File: config.mk
export PLATFORM = sky130hd
export DESIGN_NAME = sid_envelope
export DESIGN_NICKNAME = d
export VERILOG_FILES = /design/src/rtl/sid_pkg.sv /design/src/rtl/sid_env_vca.sv /design/src/rtl/sid_envelope.sv
export SDC_FILE = /design/constraint.sdc
export NUM_CORES = 1
export LEC_CHECK = 0
export ABC_CLOCK_PERIOD_IN_PS = 6000
export BUFFER_PORTS_ARGS = -buffer_cell sky130_fd_sc_hd__buf_2
export CAP_MARGIN = 20
export CORE_MARGIN = 2
export CORE_UTILIZATION = 52
export DETAILED_ROUTE_END_ITERATION = 10
export PLACE_DENSITY = 0.67
export SYNTH_ARGS = -nofsm -noshare
export SYNTH_HDL_FRONTEND = slang
export SYNTH_SLANG_ARGS = --single-unit
File: constraint.sdc
create_clock -name clk -period 6 [get_ports clk]
set_input_delay 1.2 -clock clk [delete_from_list [all_inputs] [get_ports clk]]
set_output_delay 1.2 -clock clk [all_outputs]
set_load 0.01 [all_outputs]
File: src/rtl/sid_pkg.sv
// Shared SID envelope definitions: widths, register offsets, state encoding,
// rate-period and exponential-divisor lookups.
package sid_pkg;

  localparam int unsigned ADDR_W   = 5;
  localparam int unsigned DATA_W   = 8;
  localparam int unsigned VOICE_W  = 12;
  localparam int unsigned ENV_W    = 8;
  localparam int unsigned RATE_W   = 15;
  localparam int unsigned EXP_W    = 5;

  localparam int unsigned REG_CTRL = 4;
  localparam int unsigned REG_AD   = 5;
  localparam int unsigned REG_SR   = 6;

  typedef enum logic [1:0] {
    ATTACK  = 2'd0,
    DECAY   = 2'd1,
    RELEASE = 2'd2
  } env_state_t;

  typedef struct packed {
    logic       gate;
    logic [3:0] atkRate;
    logic [3:0] decRate;
    logic [3:0] susLvl;
    logic [3:0] relRate;
  } env_regs_t;

  // Rate period in clkEn ticks for a 4-bit rate selector
  function automatic logic [RATE_W-1:0] sid_rate_period(input logic [3:0] rate);
    logic [RATE_W-1:0] p;
    case (rate)
      4'd0:    p = 15'd9;
      4'd1:    p = 15'd32;
      4'd2:    p = 15'd63;
      4'd3:    p = 15'd95;
      4'd4:    p = 15'd149;
      4'd5:    p = 15'd220;
      4'd6:    p = 15'd267;
      4'd7:    p = 15'd313;
      4'd8:    p = 15'd392;
      4'd9:    p = 15'd977;
      4'd10:   p = 15'd1954;
      4'd11:   p = 15'd3126;
      4'd12:   p = 15'd3907;
      4'd13:   p = 15'd11720;
      4'd14:   p = 15'd19532;
      default: p = 15'd31251;
    endcase
    return p;
  endfunction

  // Piecewise-exponential divisor applied to decay/release steps
  function automatic logic [EXP_W-1:0] sid_exp_div(input logic [ENV_W-1:0] env);
    logic [EXP_W-1:0] d;
    if (env >= 8'h5e)      d = 5'd1;
    else if (env >= 8'h37) d = 5'd2;
    else if (env >= 8'h1b) d = 5'd4;
    else if (env >= 8'h0f) d = 5'd8;
    else if (env >= 8'h07) d = 5'd16;
    else                   d = 5'd30;
    return d;
  endfunction

endpackage

File: src/rtl/sid_env_vca.sv
// Voice VCA: centres the unsigned waveform, scales it by the envelope and
// registers the signed result every clk.
module sid_env_vca
  import sid_pkg::*;
(
  input  logic               clk,
  input  logic               iRstN,
  input  logic [VOICE_W-1:0] iVoice,
  input  logic [ENV_W-1:0]   iEnv,
  output logic [VOICE_W-1:0] oOut
);

  localparam int unsigned PROD_W = VOICE_W + ENV_W + 2;

  logic signed [VOICE_W:0]   centered;
  logic signed [ENV_W:0]     gain;
  logic signed [PROD_W-1:0]  product;

  // Subtracting 'h800 from a 12-bit code is an MSB flip, sign-extended to 13 bits
  assign centered = $signed({{2{~iVoice[VOICE_W-1]}}, iVoice[VOICE_W-2:0]});
  assign gain     = $signed({1'b0, iEnv});
  assign product  = PROD_W'(centered) * PROD_W'(gain);

  always_ff @(posedge clk or negedge iRstN) begin
    if (!iRstN) oOut <= '0;
    else        oOut <= VOICE_W'(product >>> ENV_W);
  end

endmodule

File: src/rtl/sid_envelope.sv
// Per-voice ADSR envelope generator with VCA; envelope timing advances on clkEn,
// register writes and the VCA run on every clk.
module sid_envelope
  import sid_pkg::*;
#(
  parameter int unsigned BASE_ADDR = 0
) (
  input  logic               clk,
  input  logic               iRstN,
  input  logic               clkEn,
  input  logic               iWE,
  input  logic [ADDR_W-1:0]  iAddr,
  input  logic [DATA_W-1:0]  iData,
  input  logic [VOICE_W-1:0] iVoice,
  output logic [ENV_W-1:0]   oEnv,
  output logic [VOICE_W-1:0] oOut
);

  localparam logic [ADDR_W-1:0] ADDR_CTRL   = ADDR_W'(BASE_ADDR + REG_CTRL);
  localparam logic [ADDR_W-1:0] ADDR_AD     = ADDR_W'(BASE_ADDR + REG_AD);
  localparam logic [ADDR_W-1:0] ADDR_SR     = ADDR_W'(BASE_ADDR + REG_SR);
  localparam logic [ENV_W-1:0]  ENV_MAX     = '1;
  localparam logic [ENV_W-1:0]  ENV_PRE_MAX = ENV_MAX - ENV_W'(1);

  env_regs_t         regs;
  env_state_t        state, stateNext;
  logic [ENV_W-1:0]  env, envNext;
  logic [RATE_W-1:0] rateCnt, rateCntNext;
  logic [EXP_W-1:0]  expCnt, expCntNext;
  logic              gateLag, gateLagNext;
  logic [3:0]        rateSel;
  logic [ENV_W-1:0]  susTarget;
  logic              rateTick, gateRise, gateFall, gateEdge, expDone, expActive;

  always_ff @(posedge clk or negedge iRstN) begin
    if (!iRstN) begin
      regs <= '0;
    end else if (iWE) begin
      if (iAddr == ADDR_CTRL) regs.gate <= iData[0];
      if (iAddr == ADDR_AD) begin
        regs.atkRate <= iData[7:4];
        regs.decRate <= iData[3:0];
      end
      if (iAddr == ADDR_SR) begin
        regs.susLvl  <= iData[7:4];
        regs.relRate <= iData[3:0];
      end
    end
  end

  always_comb begin
    case (state)
      ATTACK:  rateSel = regs.atkRate;
      DECAY:   rateSel = regs.decRate;
      default: rateSel = regs.relRate;
    endcase
  end

  // Equality-only compare: a shortened period makes the counter run through 'h7fff first
  assign rateTick  = clkEn && (rateCnt == sid_rate_period(rateSel) - RATE_W'(1));
  assign gateRise  = regs.gate && !gateLag;
  assign gateFall  = !regs.gate && gateLag;
  assign gateEdge  = gateRise || gateFall;
  assign susTarget = {regs.susLvl, regs.susLvl};
  assign expDone   = (expCnt == sid_exp_div(env) - EXP_W'(1));
  assign expActive = (state == DECAY) ? (env > susTarget)
                                      : ((state == RELEASE) && (env != '0));

  always_ff @(posedge clk or negedge iRstN) begin
    if (!iRstN) begin
      state   <= RELEASE;
      env     <= '0;
      rateCnt <= '0;
      expCnt  <= '0;
      gateLag <= 1'b0;
    end else begin
      state   <= stateNext;
      env     <= envNext;
      rateCnt <= rateCntNext;
      expCnt  <= expCntNext;
      gateLag <= gateLagNext;
    end
  end

  // Gate edges win over the attack-peak transition
  always_comb begin
    stateNext = state;
    if (clkEn) begin
      if (gateRise)
        stateNext = ATTACK;
      else if (gateFall)
        stateNext = RELEASE;
      else if ((state == ATTACK) && rateTick && (env >= ENV_PRE_MAX))
        stateNext = DECAY;
    end
  end

  always_comb begin
    envNext     = env;
    expCntNext  = expCnt;
    rateCntNext = rateCnt;
    gateLagNext = gateLag;
    if (clkEn) begin
      gateLagNext = regs.gate;
      rateCntNext = rateTick ? '0 : rateCnt + RATE_W'(1);
      if (rateTick && !gateEdge) begin
        if (state == ATTACK) begin
          if (env != ENV_MAX) envNext = env + ENV_W'(1);
          expCntNext = '0;
        end else if (expActive) begin
          if (expDone) begin
            envNext    = env - ENV_W'(1);
            expCntNext = '0;
          end else begin
            expCntNext = expCnt + EXP_W'(1);
          end
        end
      end
    end
  end

  assign oEnv = env;

  sid_env_vca uVca (
    .clk    (clk),
    .iRstN  (iRstN),
    .iVoice (iVoice),
    .iEnv   (env),
    .oOut   (oOut)
  );

endmodule

==> results.txt <==
The run finished with clean final reports. In this run the critical register-to-register path is launched from oEnv[2]$_DFFE_PN0P_. Of the total power, the share spent switching nets is 0.433. The critical path starts at iVoice[3]. IR analysis of the VDD net gives a maximum drop of 183 µV.

The floorplan step defined a core boundary enclosing 0.0145 mm². The number of clock buffers added by TritonCTS is 9. The flop-to-flop setup slack is 860 ps. Measured along the x axis, the die boundary spans 126 µm.

The worst hold path depth is 1. For this run, the leading register cell type out of synthesis is sky130_fd_sc_hd__dfrtp_1. Data on the critical path is required at its endpoint by 6260 ps. The cts-stage hold buffer count came out at 0. The weighted congestion reported at the end of routability-driven placement came out at 0.846. The maximum fanout count along the critical path came out at 8. The actual slew at the worst max-slew pin is 798 ps. The count of unique library cells instantiated by Yosys is 78. The via count of the first global-routing pass came to 6,375. By startpoint and endpoint, the worst setup path is classified as in2reg. The cell area after synthesis is 0.00774 mm². The category of cells accounting for the largest share of critical-path delay is adder cells. The sum of buffers and inverters on the critical path is 5. The final hold violation count came out at 0. The count of final max-slew check failures is 0.

The power share of the clock group came out at 0.239. Walking the worst path, the cells encountered are buf_2 -> nand2_1 -> fa_1 -> fa_1 -> inv_1 -> ha_1 -> inv_1 -> fa_1 -> inv_1 -> ha_1 -> nand4b_1 -> o41ai_1 -> a21o_1 -> a21o_1 -> a21oi_1 -> o21bai_1 -> a2111oi_0 -> buf_4 -> o211ai_1 -> a31oi_1 -> xnor2_1. The part of the Yosys area used for sequential elements is 0.194. The number of nets handed over by synthesis was 1,023. The maximum cell stage delay along the critical path is 520 ps. The critical path data arrival time came out at 5750 ps.

The area of the multi-input gates is 0.00560 mm². The number of synthesized register bits came out at 60. The initial antenna violation count is 0. Setup repair after global routing left no endpoint under its margin. The worst setup path is captured at a register.

The layout filler cell count came out at 1,357. The sink count of the clock tree is 60. The worst clock skew came out at 9.75 ps.

The filler-free cell count of the finished design came out at 1,084. The worst hold path belongs to the class reg2reg. The buffer type at the clock tree root is sky130_fd_sc_hd__clkbuf_16. The most critical setup path has its endpoint at uVca.oOut[11]$_DFF_PN0_. The die is 126 µm tall. The startpoint identified for the worst hold timing path is gateLag$_DFFE_PN0P_.

The fraction of registers with async set/reset is 1.00. Of the total power, combinational logic draws 0.537. In this run, the number of DRC markers left after iteration 0 of detailed routing was 329. The number of iterations in the first detailed-routing pass came out at 5. The wire length of the first global-routing pass is 30.3 mm. Summed over all layers, the routed wires come to 16.7 mm. The capturing point of the worst reg2reg path is uVca.oOut[11]$_DFF_PN0_. The number of cells on the worst reg-to-reg path is 20.

The warning count from the yosys run is 0. The final-report setup violation count is 0. The total via count in the routed design came out at 6,041. The tightest slew margin relative to the limit came out at 0.468. In the final layout, the share of cells above drive strength 1 is 0.127. The sequential standard cell area is 0.00150 mm². TritonCTS built the clock tree. After clock tree synthesis, the clock-pin slew on the worst setup and hold paths is 60 ps. The global route total overflow is 0.

The count of nets left with antenna violations once routing finished came out at 0. The count of flip-flops with a built-in enable after synthesis came out at 0. The latest clock arrival within the worst-skew pair is 340 ps. The sort of element at the start of the critical path is an input pin. The analysis attributes to net switching a power of 1090 µW.

The depth of the CTS H-tree is 3. Across every metal layer, demand over resource in global routing totals 0.232. The cell row count is 44. The worst path in the final design needs a cycle of 5490 ps, including I/O delays and setup. The final-stage net count is 1,060.

The number of placed instances, taps included is 1,068. The post-DP HPWL came out at 12.8 mm. The routed length per placed instance is 15.4 µm. The count of cell instances traversed by the critical path came out at 21. The period utilization is 0.915. The area enclosed by the die boundary came out at 0.0159 mm². The internal power component came out at 1430 µW. The pin count of the biggest net entering global routing came out at 61. The antenna diode instance count came out at 0.

49 I/O pins were placed. For this design the ratio of total power to cell area is 297 mW/mm². The slowest stage of the critical path belongs to the cell sky130_fd_sc_hd__fa_1.

The number of standard cells after synthesis came out at 858. The buffers inserted during post-CTS setup optimization came out at 0. The count of buffers from port buffering came out at 48. The starting density of the core is 0.533. Dividing the synthesized area by the synthesized cell count gives 9.02 µm².

The number of DRC violations after detailed routing came out at 0. The area overhead of the layout relative to synthesis came out at 9.62%. Post-CTS repair changed the size of 0 cells.

The fraction of power consumed by sequential logic is 0.224. After routing, the total negative slack on setup checks comes to 0 ps. The maximum clock rate is 182 MHz. In this run the deepest clock path goes through 2 buffers. Across the run, the number of max-cap violations was 0.

Dividing the detail-routed via count by the number of cells gives 5.57. In this run the static leakage power is 0.00416 µW.
[placed cells by master (no fill, tap or decap), drive strengths merged, types with 4 or more instances in the layout]
master / netlist / routed
o211ai: 9 / 9
o21ai: 21 / 21
nand2: 71 / 71
ha: 61 / 61
a211oi: 8 / 8
nor3b: 7 / 7
nand2b: 9 / 9
clkbuf: 22 / 9
a21oi: 28 / 28
nor2: 37 / 37
nand4: 17 / 17
fa: 75 / 75
xnor2: 36 / 36
o21bai: 5 / 5
mux2: 24 / 24
xor2: 15 / 15
inv: 131 / 131
mux2i: 14 / 14
a21o: 5 / 5
buf: 11 / 59
nor4: 5 / 5
a21boi: 4 / 4
nor2b: 9 / 9
and3: 13 / 13
nor3: 16 / 16
and2: 53 / 53
a31oi: 10 / 10
o21a: 8 / 8
dfrtp: 59 / 59
nand3: 21 / 21
[synthesized netlist by cell type, types with 3 or more instances]
master,count,area [µm²]
sky130_fd_sc_hd__nor4_1,4,25.0
sky130_fd_sc_hd__nor2_1,37,139
sky130_fd_sc_hd__nand2b_1,9,56.3
sky130_fd_sc_hd__o2111ai_1,3,26.3
sky130_fd_sc_hd__a21boi_0,4,30.0
sky130_fd_sc_hd__buf_2,8,40.0
sky130_fd_sc_hd__nand3_1,21,105
sky130_fd_sc_hd__o211ai_1,9,67.6
sky130_fd_sc_hd__nor3_1,16,80.1
sky130_fd_sc_hd__a31oi_1,9,56.3
sky130_fd_sc_hd__nor4b_1,3,26.3
sky130_fd_sc_hd__fa_1,75,1500
sky130_fd_sc_hd__nand4_1,16,100
sky130_fd_sc_hd__xor2_1,15,131
sky130_fd_sc_hd__nand4b_1,3,26.3
sky130_fd_sc_hd__nand2_1,71,267
sky130_fd_sc_hd__a21oi_1,27,135
sky130_fd_sc_hd__clkbuf_1,22,82.6
sky130_fd_sc_hd__a211oi_1,7,52.6
sky130_fd_sc_hd__mux2_4,3,45.0
sky130_fd_sc_hd__a21o_1,5,37.5
sky130_fd_sc_hd__mux2i_1,13,130
sky130_fd_sc_hd__o2111a_1,3,33.8
sky130_fd_sc_hd__and2_1,53,332
sky130_fd_sc_hd__xnor2_1,36,315
sky130_fd_sc_hd__nor2b_1,9,56.3
sky130_fd_sc_hd__dfrtp_1,59,1480
sky130_fd_sc_hd__mux2_2,20,225
sky130_fd_sc_hd__nor3b_1,7,52.6
sky130_fd_sc_hd__and3_1,13,81.3
sky130_fd_sc_hd__nand3b_1,3,22.5
sky130_fd_sc_hd__ha_1,61,763
sky130_fd_sc_hd__o21ai_0,17,85.1
sky130_fd_sc_hd__o21a_1,8,60.1
sky130_fd_sc_hd__o21bai_1,5,37.5
sky130_fd_sc_hd__inv_1,129,484
[power groups by stage]
stage | Clock (µW) | Sequential, µW | Combinational [µW]
after CTS | 616 | 565 | 1340
after global placement | 0 | 571 | 1330
final | 604 | 565 | 1350
after detailed placement | 0 | 571 | 1330
after global routing | 631 | 578 | 1520
after floorplan | 0 | 531 | 1090
[kinds of logic (layout without fill, tap and decap cells)]
kind of cell             count (synthesis)  count (layout)  share of synthesized area
AO/OA/AOI/OAI                          129             129                      0.120
flip-flops                              60              60                      0.194
AND/OR/NAND/NOR                        278             278                      0.192
XOR/XNOR                                52              52                     0.0606
buffers and inverters                  164             206                     0.0828
multiplexers                            39              39                     0.0579
adder cells (fa/ha/maj)                136             136                      0.293
[sequential cells by signal, summed over array words and instances, names as in the netlist]
register   cells
oEnv           8
uVca.oOut     12
gateLag        1
regs          17
expCnt         5
rateCnt       15
state          2
[area by class of cell]
type | instances | area share
Inverter | 131 | 0.0580
Sequential cell | 60 | 0.177
Multi-Input combinational cell | 634 | 0.660
Timing Repair Buffer | 59 | 0.0380
Clock buffer | 9 | 0.0265
Clock inverter | 7 | 0.0136
Tap cell | 184 | 0.0271
[metal layers]
layer  routed length (µm)  global-route usage  vias up
met2                 8080               0.388      100
met3                  519              0.0374       29
met4                  357              0.0666        0
met5                    0                   0        -
li1                     -                   -     2943
met1                 7740               0.313     2969
[metrics by stage]
step | setup WS (ps) | area, µm² | hold slack [ps] | power, µW | util
6_report | 510 | 8480 | 513 | 2520 | 0.584
4_1_cts | 468 | 8480 | 518 | 2530 | 0.584
2_1_floorplan | 411 | 7740 | 479 | 1620 | -
3_3_place_gp | 136 | 8140 | 491 | 1900 | 0.560
3_5_place_dp | 137 | 8140 | 502 | 1900 | 0.560
5_1_grt | 97.3 | 8480 | 536 | 2730 | 0.584
[how the worst min path moves through the flow]
stage	endpoint	slack, ps
2_1_floorplan	gateLag$_DFFE_PN0P_	480
3_3_place_gp	regs[7]$_DFFE_PN0P_	490
3_5_place_dp	gateLag$_DFFE_PN0P_	500
4_1_cts	regs[7]$_DFFE_PN0P_	520
5_1_grt	regs[7]$_DFFE_PN0P_	540
6_report	gateLag$_DFFE_PN0P_	510
Note: power is estimated with default switching activity, not from simulation.
